`src/rtl/recur_job_dispatcher_pkg.sv`:
```
// Shared constants, state encoding and error value for the recurrence
// job dispatcher and the consumer of its results.
package recur_job_dispatcher_pkg;

    localparam int SIZE      = 4;
    localparam int MAX_ENTRY = 14;
    localparam int RES_W     = 2 * SIZE;

    localparam logic [RES_W-1:0] ERR_RESULT = '1;
    localparam logic [RES_W-1:0] ONE_RESULT = RES_W'(1);

    typedef enum logic [2:0] {
        S_IDLE   = 3'd0,
        S_LAUNCH = 3'd1,
        S_GUARD  = 3'd2,
        S_WAIT   = 3'd3,
        S_RESULT = 3'd4
    } state_e;

endpackage

```
`src/rtl/recur_req_fifo.sv`:
```
// Request buffer in front of the dispatcher FSM.
// DEPTH must be a power of two so the pointers wrap on their own.
module recur_req_fifo #(
    parameter int W     = 4,
    parameter int DEPTH = 4,
    parameter int PTR_W = 2
) (
    input  logic             clk,
    input  logic             rst,
    input  logic             push_i,
    input  logic             pop_i,
    input  logic [W-1:0]     din_i,
    output logic [W-1:0]     dout_o,
    output logic [PTR_W:0]   count_o,
    output logic             full_o,
    output logic             empty_o
);

    logic [W-1:0]     mem_q [DEPTH];
    logic [PTR_W-1:0] wptr_q;
    logic [PTR_W-1:0] rptr_q;
    logic [PTR_W:0]   cnt_q;
    logic             do_push;
    logic             do_pop;

    assign full_o  = (cnt_q == (PTR_W+1)'(DEPTH));
    assign empty_o = (cnt_q == '0);
    assign do_push = push_i && !full_o;
    assign do_pop  = pop_i && !empty_o;
    assign dout_o  = mem_q[rptr_q];
    assign count_o = cnt_q;

    always_ff @(posedge clk) begin
        if (do_push) begin
            mem_q[wptr_q] <= din_i;
        end
    end

    always_ff @(posedge clk or negedge rst) begin
        if (!rst) begin
            wptr_q <= '0;
            rptr_q <= '0;
            cnt_q  <= '0;
        end else begin
            if (do_push) begin
                wptr_q <= wptr_q + 1'b1;
            end
            if (do_pop) begin
                rptr_q <= rptr_q + 1'b1;
            end
            unique case ({do_push, do_pop})
                2'b10:   cnt_q <= cnt_q + 1'b1;
                2'b01:   cnt_q <= cnt_q - 1'b1;
                default: cnt_q <= cnt_q;
            endcase
        end
    end

endmodule

```
`src/rtl/recur_job_dispatcher.sv`:
```
// Queues entry requests and runs them one at a time on the recurrence
// core, short-circuiting trivial/illegal entries and hung jobs.
module recur_job_dispatcher
    import recur_job_dispatcher_pkg::*;
#(
    parameter int FIFO_DEPTH = 4,
    parameter int PTR_W      = 2,
    parameter int TIMEOUT    = 1023
) (
    input  logic             clk,
    input  logic             rst,
    input  logic             in_valid,
    output logic             in_ready,
    input  logic [SIZE-1:0]  in_entry,
    output logic             start,
    output logic [SIZE-1:0]  entry,
    input  logic             core_done,
    input  logic [RES_W-1:0] core_result,
    output logic             out_valid,
    input  logic             out_ready,
    output logic [SIZE-1:0]  out_entry,
    output logic [RES_W-1:0] out_result,
    output logic             out_err,
    output logic             busy,
    output logic [PTR_W:0]   fifo_count
);

    localparam int TO_W = $clog2(TIMEOUT + 1);

    state_e            state_q, state_d;
    logic [SIZE-1:0]   entry_q, entry_d;
    logic [SIZE-1:0]   oent_q, oent_d;
    logic [RES_W-1:0]  res_q, res_d;
    logic              err_q, err_d;
    logic              vld_q, vld_d;
    logic [TO_W-1:0]   cnt_q, cnt_d;
    logic [TO_W-1:0]   cnt_inc;
    logic              rdy_q;
    logic              pop;
    logic              fifo_full;
    logic              fifo_empty;
    logic [SIZE-1:0]   head;

    recur_req_fifo #(
        .W     (SIZE),
        .DEPTH (FIFO_DEPTH),
        .PTR_W (PTR_W)
    ) u_fifo (
        .clk     (clk),
        .rst     (rst),
        .push_i  (in_valid && in_ready),
        .pop_i   (pop),
        .din_i   (in_entry),
        .dout_o  (head),
        .count_o (fifo_count),
        .full_o  (fifo_full),
        .empty_o (fifo_empty)
    );

    // rdy_q keeps in_ready low while reset is held and for no longer.
    assign in_ready   = rdy_q && !fifo_full;
    assign start      = (state_q == S_LAUNCH);
    assign busy       = (state_q != S_IDLE);
    assign entry      = entry_q;
    assign out_valid  = vld_q;
    assign out_entry  = oent_q;
    assign out_result = res_q;
    assign out_err    = err_q;
    assign cnt_inc    = cnt_q + 1'b1;

    always_comb begin
        state_d = state_q;
        entry_d = entry_q;
        oent_d  = oent_q;
        res_d   = res_q;
        err_d   = err_q;
        vld_d   = vld_q;
        cnt_d   = cnt_q;
        pop     = 1'b0;
        unique case (state_q)
            S_IDLE: begin
                if (!fifo_empty && !vld_q) begin
                    pop    = 1'b1;
                    oent_d = head;
                    if (head > SIZE'(MAX_ENTRY)) begin
                        res_d   = ERR_RESULT;
                        err_d   = 1'b1;
                        state_d = S_RESULT;
                    end else if (head <= SIZE'(1)) begin
                        res_d   = ONE_RESULT;
                        err_d   = 1'b0;
                        state_d = S_RESULT;
                    end else begin
                        entry_d = head;
                        state_d = S_LAUNCH;
                    end
                end
            end
            S_LAUNCH: state_d = S_GUARD;
            S_GUARD: begin
                // The core's done flag is stale here; never sample it.
                cnt_d   = '0;
                state_d = S_WAIT;
            end
            S_WAIT: begin
                cnt_d = cnt_inc;
                if (core_done) begin
                    res_d   = core_result;
                    err_d   = 1'b0;
                    oent_d  = entry_q;
                    state_d = S_RESULT;
                end else if (cnt_inc == TO_W'(TIMEOUT)) begin
                    res_d   = ERR_RESULT;
                    err_d   = 1'b1;
                    oent_d  = entry_q;
                    state_d = S_RESULT;
                end
            end
            S_RESULT: begin
                if (!vld_q) begin
                    vld_d = 1'b1;
                end else if (out_ready) begin
                    vld_d   = 1'b0;
                    state_d = S_IDLE;
                end
            end
            default: state_d = S_IDLE;
        endcase
    end

    always_ff @(posedge clk or negedge rst) begin
        if (!rst) begin
            state_q <= S_IDLE;
            entry_q <= '0;
            oent_q  <= '0;
            res_q   <= '0;
            err_q   <= 1'b0;
            vld_q   <= 1'b0;
            cnt_q   <= '0;
            rdy_q   <= 1'b0;
        end else begin
            state_q <= state_d;
            entry_q <= entry_d;
            oent_q  <= oent_d;
            res_q   <= res_d;
            err_q   <= err_d;
            vld_q   <= vld_d;
            cnt_q   <= cnt_d;
            rdy_q   <= 1'b1;
        end
    end

endmodule

```
`config.mk`:
```
export PLATFORM = sky130hd
export DESIGN_NAME = recur_job_dispatcher
export DESIGN_NICKNAME = d
export VERILOG_FILES = /design/src/rtl/recur_job_dispatcher_pkg.sv /design/src/rtl/recur_req_fifo.sv /design/src/rtl/recur_job_dispatcher.sv
export SDC_FILE = /design/constraint.sdc
export NUM_CORES = 1
export LEC_CHECK = 0
export CAP_MARGIN = 40
export CORE_ASPECT_RATIO = 1.4
export CORE_UTILIZATION = 50
export DETAILED_ROUTE_END_ITERATION = 8
export PLACE_DENSITY = 0.75
export SYNTH_ARGS = -nofsm -noshare
export SYNTH_HDL_FRONTEND = slang
export SYNTH_SLANG_ARGS = --single-unit
```
`constraint.sdc`:
```
create_clock -name clk -period 3.47 [get_ports clk]
set_clock_uncertainty 0.15 [all_clocks]
set_input_delay 0.347 -clock clk [delete_from_list [all_inputs] [get_ports clk]]
set_output_delay 0.347 -clock clk [all_outputs]
set_load 0.01 [all_outputs]
```
Yosys cells after proc, flatten, opt, wreduce, memory -nomap -nowiden --
Memories as Yosys holds them, arrays and structs flattened. Index checks and enable logic that the tools add are counted.
Operators by class: $add $sub $neg 5, shift-type cells 0, eq/ne operators 13, bitwise logic cells 2, magnitude comparators 2, divide/modulo/power cells 0, multiply operators 0, reductions and logical operators 18, multiplexer cells 32
Operators by type and width (count):
- $mux 8 | 5
- $mux 3 | 7
- $pmux 10 s2 | 1
- $pmux 8 s2 | 1
- $pmux 3 s5 | 1
- $mux 4 | 3
- $reduce_and 4->1 | 3
- $mux 1 | 11
- $add 10x1->10 const B | 1
- $eq 10x10->1 const B | 1
- $pmux 4 s2 | 1
- $eq 3x2->1 const B | 2
- $eq 3x3->1 const B | 2
- $logic_not 3->1 | 2
- $ne 2x2->1 const B | 3
- $ne 3x3->1 const B | 2
- $pmux 3 s2 | 1
- $reduce_bool 2->1 | 3
- $logic_and 1x1->1 | 5
- $add 2x1->2 const B | 2
- $gt 4x4->1 const B | 1
- $le 4x1->1 const B | 1
- $add 3x1->3 const B | 1
- $eq 3x1->1 const B | 1
- 8 further kinds | 11
Storage, ports and cells: bits in writable memories 16, memories kept 1, input bits 17, word-level logic and storage cells 84, bits in latches 0, ROM bits 0, register bits 39, output and inout bits 24
Memories:
- u_fifo.mem_q | depth 4, width 4, rd ports 1, clocked after memory_dff 0, write ports 1, RTL line recur_req_fifo.sv:19 | logic [W-1:0] mem_q [DEPTH];

Longest topological paths before layout --
word-level depth 8, mapped depth 10, depth with buffers taken out 10

Hierarchy --
Synthesis repeated with hierarchy kept, for this count alone.
Unflattened totals: cell total of the unflattened synthesis 229, area total of the unflattened synthesis 2741.4 µm²
Modules (own cells, without submodules):
- recur_job_dispatcher | sequential area each 800.8 µm², area an instance 1724.2 µm², cells an instance 171, instances 1
- recur_req_fifo | sequential area each 655.6 µm², area an instance 1017.2 µm², cells an instance 58, instances 1

Worst setup path after synthesis --
OpenSTA, ideal clock, no wires.
path type register to register, start register state_q[1], end register u_fifo.cnt_q[2], in the netlist u_fifo.count_o[2], path buffers 0, period minus slack after synthesis 2.630 ns, library setup time 0.079 ns, data required time 3.241 ns, data arrival time 2.400 ns, stages on the path, launching flop included 10, setup slack 0.840 ns, path through dfrtp_1 > or3_1 > or3_1 > clkinv_1 > ha_1 > inv_1 > fa_1 > xor2_1 > nor2_1 > xor2_1
On the way: longest elaborated chain between the ends 5, elaborated cells between the ends (all ways) 7, those cells by class eq/ne (2); mux (2); reduce/logical (3)
RTL lines:
- from (decl) | RTL line recur_job_dispatcher.sv:30 | state_e state_q, state_d;
- from (signal assigned) | RTL line recur_job_dispatcher.sv:142 | state_q <= state_d;
- $logic_not 3->1 (*) | RTL line recur_job_dispatcher.sv:80 | unique case (state_q)
- $mux 1 (*) | RTL line recur_job_dispatcher.sv:80
- $logic_and 1x1->1 (*) | RTL line recur_req_fifo.sv:29 | assign do_pop = pop_i && !empty_o;
- net u_fifo.do_pop | RTL line recur_req_fifo.sv:24 | logic do_pop;
- $eq 2x1->1 / $eq 2x2->1 (equally long branches) | RTL line recur_req_fifo.sv:51 | unique case ({do_push, do_pop})
- $pmux 3 s2 / $reduce_bool 2->1 (equally long branches)
- to (signal assigned) | RTL line recur_req_fifo.sv:52 | 2'b10: cnt_q <= cnt_q + 1'b1;
- to (signal assigned) | RTL line recur_req_fifo.sv:53 | 2'b01: cnt_q <= cnt_q - 1'b1;
- to (signal assigned) | RTL line recur_req_fifo.sv:54 | default: cnt_q <= cnt_q;
- to (decl) | RTL line recur_req_fifo.sv:22 | logic [PTR_W:0] cnt_q;
Mark *: on every way through the listed nets, which the timed path passes. The rest lies on a longest branch. A chain may end at the register's enable or synchronous reset.

Worst setup path after layout --
Same ends and word-level chain as after synthesis.

==> flow_summary.yaml <==
setup_path:
  worst_path_max_delay_cell: "dfrtp_1"
  cp.arrival_ps: 2880
  worst_setup_path_end_kind: "flip-flop"
  reg2reg_to: "u_fifo.count_o[2]"
  ff2ff_path_depth: 9
  r2r_slack_ps: 680
  worst-path-max-fanout: 9
  cp.required_ps: 3550
  cpPeakStageDelay_ps: 430
  cp-start-kind: "flip-flop"
  r2r_start: "state_q[1]"
  path_cells: "or3_1 > or3_1 > clkinv_1 > ha_1 > inv_1 > fa_1 > xor2_1 > nor2_1 > xor2_1"
  critical_path_class: "reg2reg"
clocking:
  cts_made_buffers: 5
  insertion_delay_ps: 310
  cts_tree: "built"
  cts.sinks: 55
  cts_max_level: 2
  cts_resized: 0
  cts_buffer_depth: 2
  path_clk_slew_ps: 100
  cts_root_buffer: "clkbuf_8"
  post_cts_buffers: 0
power_and_ir_drop:
  powerDensity_mw_per_mm2: 425
  p_leak_uw: 0.00134
  ir_drop_v: 0.000546
floorplan:
  io_pins: 41
  die-area_mm2: 0.00544
  initial_utilization: 0.527
  die_width_um: 62.6
  core_area_mm2: 0.00488
  die_height_um: 86.9
  rows: 30
synthesis:
  yosys_register_bits: 55
  synth_top_area_cell: "dfrtp_1"
  synth_nets: 243
  synthCells: 218
  synth.distinct_cells: 47
  syn_area_mm2: 0.00257
  synth_edf_count: 16
  synth_area_leaders: "dfrtp_1, edfxtp_1, ha_1"
  synth_flop_cell: "dfrtp_1"
  yosys_warnings: 0
  ys_seq_area_frac: 0.566
  synthArstFlopShare: 0.709
  yosys.area.top_type_share: 0.379
  synth_area_per_cell_um2: 11.8
detailed_routing:
  drt-pass1-iter-count: 4
  routed_via_density: 5.41
  drc: 0
  totalWireLength_mm: 4.69
  wl_per_cell_um: 14.4
  antenna_left: 0
  first_iter_violations: 140
  vias: 1759
timing:
  final_max_slew_viol_count: 0
  fin_tns_setup_ps: 0
  max_clock_freq_ghz: 0.358
  rsz0062_at_grt: "no"
  setup_viol: 0
  timing.final.crit_period_ps: 2790
  worst_pin_slew_ps: 578
  whs_ps: 343
  finalCritPeriodShare: 0.805
  slew_headroom: 0.612
  hold_violations: 0
place:
  io_buffers: 40
  hpwlAfterDp_mm: 3.51
  gp_congestion: 0.777
grt:
  grt_max_degree: 21
  grt_usage: 0.192
  grt_pass1_vias: 1780
  grt_pass1_wl_mm: 8.11
  antenna_found_initial: 0
  gr-total-overflow: 0
hold_path:
  min_path_type: "reg2reg"
  min_to: "out_entry[0]"
  hp-start: "out_entry[0]"
  min_path_cells: 1
layout:
  nFillCells: 394
  layout-drive-gt1-share: 0.0881
  diodes: 0
  nets: 285
  area_delta_synth_final_pct: 22.2
  most-common-layout-cells: "dfrtp_1, clkdlybuf4s50_1, nand2_1, edfxtp_1, nor2_1"
  final_core_util: 0.645
job:
  drv_cap: 0
status:
  status: "complete, no violations"
==> synthesized netlist by cell type (2+ instances only) <==
library cell,count
ha_1,7
a31oi_1,2
nand3_1,5
a2bb2oi_1,7
nand4_1,2
and3_1,6
nand2b_1,5
a21o_1,5
a22o_1,5
and2_1,4
mux2_2,5
nor2_1,11
clkbuf_1,4
nand2_1,23
mux2i_1,2
dfrtp_1,39
or3_1,3
o31ai_1,2
buf_6,2
xor2_1,4
edfxtp_1,16
inv_1,9
o21ai_0,10
xnor2_1,4
nor3_1,6
mux4_2,3
buf_2,2
a21oi_1,6
==> kinds of logic after synthesis <==
| logic type | count (synthesis) | synth area share |
|---|---|---|
| other | 1 | 0.00146 |
| multiplexers | 11 | 0.0661 |
| XOR/XNOR | 8 | 0.0272 |
| buffers and inverters | 19 | 0.0345 |
| flip-flops | 55 | 0.566 |
| AND/OR/NAND/NOR | 70 | 0.137 |
| AO/OA/AOI/OAI | 46 | 0.126 |
| adder cells (fa/ha/maj) | 8 | 0.0418 |
==> critical path, delay by kind of cell (launching register included) <==
kind	cells	cell delay (ps)
buffers and inverters	2	270
XOR/XNOR	2	290
flip-flops	1	430
AND/OR/NAND/NOR	3	950
adder cells (fa/ha/maj)	2	610
==> cell type report <==
type / count / area [µm²] / area share
clock buffers: 5 / 68.8 / 0.0219
clock inverters: 3 / 26.3 / 0.00835
inverters: 10 / 37.5 / 0.0119
multi-input cells: 144 / 1030 / 0.327
flip-flops and latches: 55 / 1460 / 0.463
well taps: 64 / 80.1 / 0.0255
repair buffers: 44 / 448 / 0.142
==> how the worst max path moves through the flow <==
stage | depth (start not counted) | to | startpoint | slack, ps
final | 9 | u_fifo.count_o[2] | state_q[1] | 680
after global placement | 9 | u_fifo.count_o[2] | state_q[1] | 810
after detailed placement | 9 | u_fifo.count_o[2] | state_q[1] | 730
after floorplan | 9 | u_fifo.count_o[2] | state_q[1] | 840
after global routing | 9 | u_fifo.count_o[2] | state_q[1] | 510
after CTS | 9 | u_fifo.count_o[2] | state_q[1] | 690
==> flip-flops by register name, indices dropped and copies added, names as in the netlist <==
register	count
out_result	8
out_entry	4
u_fifo.rptr_q	2
cnt_q	10
out_err	1
u_fifo.mem_q	16
rdy_q	1
entry	4
u_fifo.wptr_q	2
u_fifo.count_o	3
state_q	3
out_valid	1
==> per-layer routing <==
metal / track usage / vias up / routed length, µm
li1: - / 871 / -
met1: 0.228 / 852 / 1990
met2: 0.349 / 30 / 2500
met3: 0.0340 / 6 / 142
met4: 0.0677 / 0 / 61
met5: 0 / - / 0
==> repair_timing <==
item,CTS,global route
hold buffers,1,0
hold endpoints to repair,19,0
endpoints found under the setup margin,0,0
==> power breakdown <==
part	switching (µW)	leakage, µW	internal, µW
clock network	219	0.0000491	149
registers	37.3	0.000672	718
logic	106	0.000618	107
==> stage by stage <==
stage                     area [µm²]  setup slack [ps]  power [µW]  instances
final                           3150               675        1340        325
after global routing            3150               510        1400        325
after CTS                       3150               689        1350        325
after detailed placement        3040               732         981        316
after global placement          3010               806         975        315
after floorplan                 2570               840         872        218
Note: power is estimated with default switching activity, not from simulation.
==> RTL change 1: new RTL, config.mk and constraints unchanged <==
Make the reset (`rst`) synchronous in 2 clocked blocks.
--- a/src/rtl/recur_req_fifo.sv
+++ b/src/rtl/recur_req_fifo.sv
@@ -36,7 +36,7 @@
         end
     end
 
-    always_ff @(posedge clk or negedge rst) begin
+    always_ff @(posedge clk) begin
         if (!rst) begin
             wptr_q <= '0;
             rptr_q <= '0;
--- a/src/rtl/recur_job_dispatcher.sv
+++ b/src/rtl/recur_job_dispatcher.sv
@@ -128,7 +128,7 @@
         endcase
     end
 
-    always_ff @(posedge clk or negedge rst) begin
+    always_ff @(posedge clk) begin
         if (!rst) begin
             state_q <= S_IDLE;
             entry_q <= '0;
Function: differs if rst is asserted again (counterexample within 4 cycles, from zero or initial values and one cycle with rst low); with rst held inactive, the same outputs for 10 cycles.
==> RTL change 1 against the unedited design <==
Sequential cell count up 2. Critical path type unchanged. Design area is 7.7% higher. Via count rose by 11%. Synthesized area increased by 4.4%. Setup slack got worse by 0.041 ns. Die area up 4.3%. Wire length increased by 13%. Count of clock-buffer cells in the layout is 4 higher. Global-route usage increased by 1.4 points.
Power is not compared: it rests on default switching activity, and its combinational part moved more than twofold at a synthesized area within 25%.
==> RTL change 1: results (changes against the unedited design) <==
[outcome]
status = finished, final reports clean

[yosys]
ys_types = 46  ; -2.1%
seq_area_frac_synth_pct = 48.4  ; -8.2 points
synthTopCellsByArea = dfxtp_1 31%, edfxtp_1 18%, mux2i_1 5.6%
async_flop_share_pct = 0  ; -71 points
synth_flop_cell = dfxtp_1
synth.cells.most_frequent = 41 x dfxtp_1, 25 x nand2_1, 16 x edfxtp_1, 16 x o21ai_0, 15 x mux2i_1
synth_nets = 274  ; +13%
ys_seq_elements = 57  ; +3.6%
synth_warnings = 0  ; unchanged

[cts]
path_clk_slew_ns = 0.07  ; -0.03 ns
clk_path_buf_depth = 2  ; unchanged
insertion_delay_ns = 0.33  ; +0.02 ns
cts_max_level = 3  ; +1
cts_buffers = 9  ; +4
cts_root_buffer = clkbuf_8

[global_routing]
grt_pass1_vias = 1908  ; +7.2%
gr-usage-met3_pct = 5.80  ; +2.4 points
use_met2_pct = 36.5  ; +1.6 points
met1_usage_pct = 23.0  ; +0.18 points
grt_use_total_pct = 20.6  ; +1.4 points

[layout]
multi_input_area_um2 = 1310  ; +28%
nets = 320  ; +12%
clock_area_share_pct = 6.68  ; +3.7 points
multi_input_gates = 173  ; +20%
drive_above_1_share_pct = 11.7  ; +2.9 points
inverters = 11  ; +1
nNonClkBuffers = 43  ; -2.3%
buf_share_pct = 12.5  ; -1.8 points
seqCellArea_um2 = 1300  ; -11%

[route]
route.detailed.wl_per_inst_um = 14.5  ; +0.24%
wl_met2_mm = 2.72  ; +8.6%
met1Wirelength_mm = 2.31  ; +16%
drt_iter0_markers = 105  ; -25%
viasPerCell = 5.36  ; -1.1%
wl_met3_um = 192  ; +35%

[setup_path]
regToRegEndpoint = u_fifo.count_o[2]
crit_start = state_q[0]
cpPeakStageDelay_ns = 0.46  ; +0.03 ns
critical-path-slowest-cell = dfxtp_1
arrival_ns = 2.94  ; +0.06 ns
cp_max_fo = 14  ; +5
rr_startpoint = state_q[0]
crit_family = simple AND/OR/NAND/NOR gates
ff2ff_setup_slack_ns = 0.63  ; -0.04 ns

[placed_design]
gp_congestion = 0.826  ; +6.4%
dp_hpwl_mm = 3.81  ; +8.7%

[timing]
worst_slew_pin_slew_ns = 0.622  ; +0.0441 ns

[worst_hold_path]
whs_path_depth = 2  ; +1
hold_end = out_result[7]
hp-start = out_result[7]

-- RTL change 1: changes by cell type after synthesis, moves of 7 or more --
| cell | unedited run | this run |
|---|---|---|
| nor2_1 | 11 | 3 |
| a2bb2oi_1 | 7 | 0 |
| nor2b_1 | 0 | 13 |
| dfrtp_1 | 39 | 0 |
| mux2i_1 | 2 | 15 |
| a21boi_0 | 0 | 7 |
| dfxtp_1 | 0 | 41 |
-- RTL change 1: worst register-to-register path, stage by stage, from the launching register on --
cell and delay (ns):
dfxtp_1 0.46, nor3_1 0.33, inv_1 0.13, nor3_2 0.36
ha_1 0.26, inv_1 0.06, fa_1 0.38, xor2_1 0.16
or3_1 0.31, a21boi_0 0.17
-- RTL change 1: logic make-up (layout without fill, tap and decap cells) --
kind of cell | count (synthesis) | count (layout) | share of synthesized area [%]
AOI/OAI and AO/OA | 47 | 47 | 13.4
xor gates and xnor gates | 9 | 9 | 2.93
adders and majority gates | 8 | 8 | 4.00
buffers and inverters | 19 | 70 | 2.70
DFF | 57 | 57 | 48.4
muxes | 23 | 23 | 10.6
and+or+nand+nor | 86 | 86 | 18.0
-- RTL change 1: power by group --
group | switching [mW] | internal (mW)
sequential | 0.115 | 0.798
clock | 0.285 | 0.411
combinational | 0.467 | 0.492
-- RTL change 1: per-stage QoR --
step                cell area (um2)  hold WS, ns  utilization, %  cells  worst slack, ns
floorplan                      2690        0.225               -    249            0.958
global placement               3160        0.293            61.3    350            0.761
detailed placement             3160        0.303            61.3    350            0.690
CTS                            3390        0.309            65.7    366            0.633
global route                   3390        0.325            65.7    366            0.302
finish                         3390        0.307            65.7    366            0.634
==> RTL change 2: new RTL, config.mk and constraints unchanged <==
Without the edit above. The package constant `SIZE` goes from 4 to 8.
--- a/src/rtl/recur_job_dispatcher_pkg.sv
+++ b/src/rtl/recur_job_dispatcher_pkg.sv
@@ -2,7 +2,7 @@
 // job dispatcher and the consumer of its results.
 package recur_job_dispatcher_pkg;
 
-    localparam int SIZE      = 4;
+    localparam int SIZE      = 8;
     localparam int MAX_ENTRY = 14;
     localparam int RES_W     = 2 * SIZE;
 
Interface: changed (5 resized); port bits go from 41 to 69. The function was not compared with the original's and may differ.
==> RTL change 2 against the unedited design <==
Synthesized area up 52%. Combinational power up 23%. Hold slack worse by 0.0044 ns. Total power up 58%. Via count up 44%. Design area up 54%. Wire length up 56%. Synthesized cell count up 43%. Critical path type unchanged. Setup slack worse by 0.048 ns. Sequential cell count up 32. Count of clock-buffer cells in the layout up 4. Maximum frequency down 1.7%.
==> RTL change 2: results (changes against the unedited design) <==
[cts]
cts_buffers = 9  ; +4
insertion_delay_ns = 0.35  ; +0.04 ns
clock_sinks = 87  ; +58%
cts_max_level = 3  ; +1

[pwr]
ir_worst_vdd_uv = 410  ; -25%
p_leak_nw = 2.20  ; +64%

[setup_path]
cp_max_fo = 18  ; +9
cpPeakStageDelay_ns = 0.71  ; +0.28 ns
crit_end = out_result[5]
ff2ff_setup_slack_ns = 0.63  ; -0.05 ns
crit_family = multiplexers
arrival_ns = 2.97  ; +0.09 ns

[route]
wl_met2_mm = 3.82  ; +53%
wl_met3_um = 288  ; +100%
vias = 2529  ; +44%

[yosys]
seq_area_frac_synth_pct = 59.9  ; +3.3 points
synthAdderAreaFrac_pct = 2.76  ; -1.4 points
synth-edff-count = 32  ; +16
synth.cells.most_frequent = 55 x dfrtp_1, 33 x o21ai_0, 32 x edfxtp_1
ys_types = 42  ; -11%
synth_nets = 348  ; +43%
syn_inst = 311  ; +43%

[timing]
whs_ns = 0.339  ; -0.00441 ns
fin_crit_ns = 2.84  ; +0.0484 ns

[layout]
multi_input_area_um2 = 1380  ; +34%
multi_input_area_share_pct = 28.4  ; -4.3 points
seqCellArea_um2 = 2340  ; +60%
area_growth_pct = 24.4
instances_no_fill = 485  ; +49%
clock_area_share_pct = 3.86  ; +0.84 points
n_fill_cell = 604  ; +53%
buf_share_pct = 15.0  ; +0.81 points
largest_reg_flops = 32  ; +16
nNonClkBuffers = 75  ; +70%

[placed_design]
gp_congestion = 0.767  ; -1.2%
portBuffers = 68  ; +70%
pre_cts_ws_ns = 0.621  ; -0.111 ns

[worst_hold_path]
hp-start = out_entry[1]
hold_end = out_entry[1]
whs_path_depth = 2  ; +1

[global_routing]
grt_use_total_pct = 19.2  ; about the same
grt_pass1_vias = 2567  ; +44%
grt_max_degree = 56  ; +170%

[outcome]
status = finished, final reports clean

[RTL change 2: cell count changes after synthesis, moves of 4 or more]
cell | unedited run | this run
mux2i_1 | 2 | 26
o21ai_0 | 10 | 33
inv_1 | 9 | 26
dfrtp_1 | 39 | 55
edfxtp_1 | 16 | 32
a2bb2oi_1 | 7 | 0
mux4_2 | 3 | 7
[RTL change 2: power by group through the flow]
stage	sequential, mW	combinational [mW]	clock, mW
after floorplan	1.20	0.129	0
after global placement	1.19	0.252	0
after detailed placement	1.20	0.262	0
after CTS	1.18	0.265	0.681
after global routing	1.18	0.294	0.725
final	1.18	0.261	0.669
[RTL change 2: routing by layer]
metal  up-vias  GRT usage, %
li1       1244             -
met1      1222          23.7
met2        55          32.5
met3         8          4.98
met4         0          6.59
met5         -             0
[RTL change 2: worst reg2reg max path: stages (launching register included)]
cell     delay (ns)
dfrtp_1        0.71
mux4_2         0.63
nor4_4         0.33
o311a_1        0.28
a21o_1         0.13
buf_4          0.30
mux2i_1        0.25
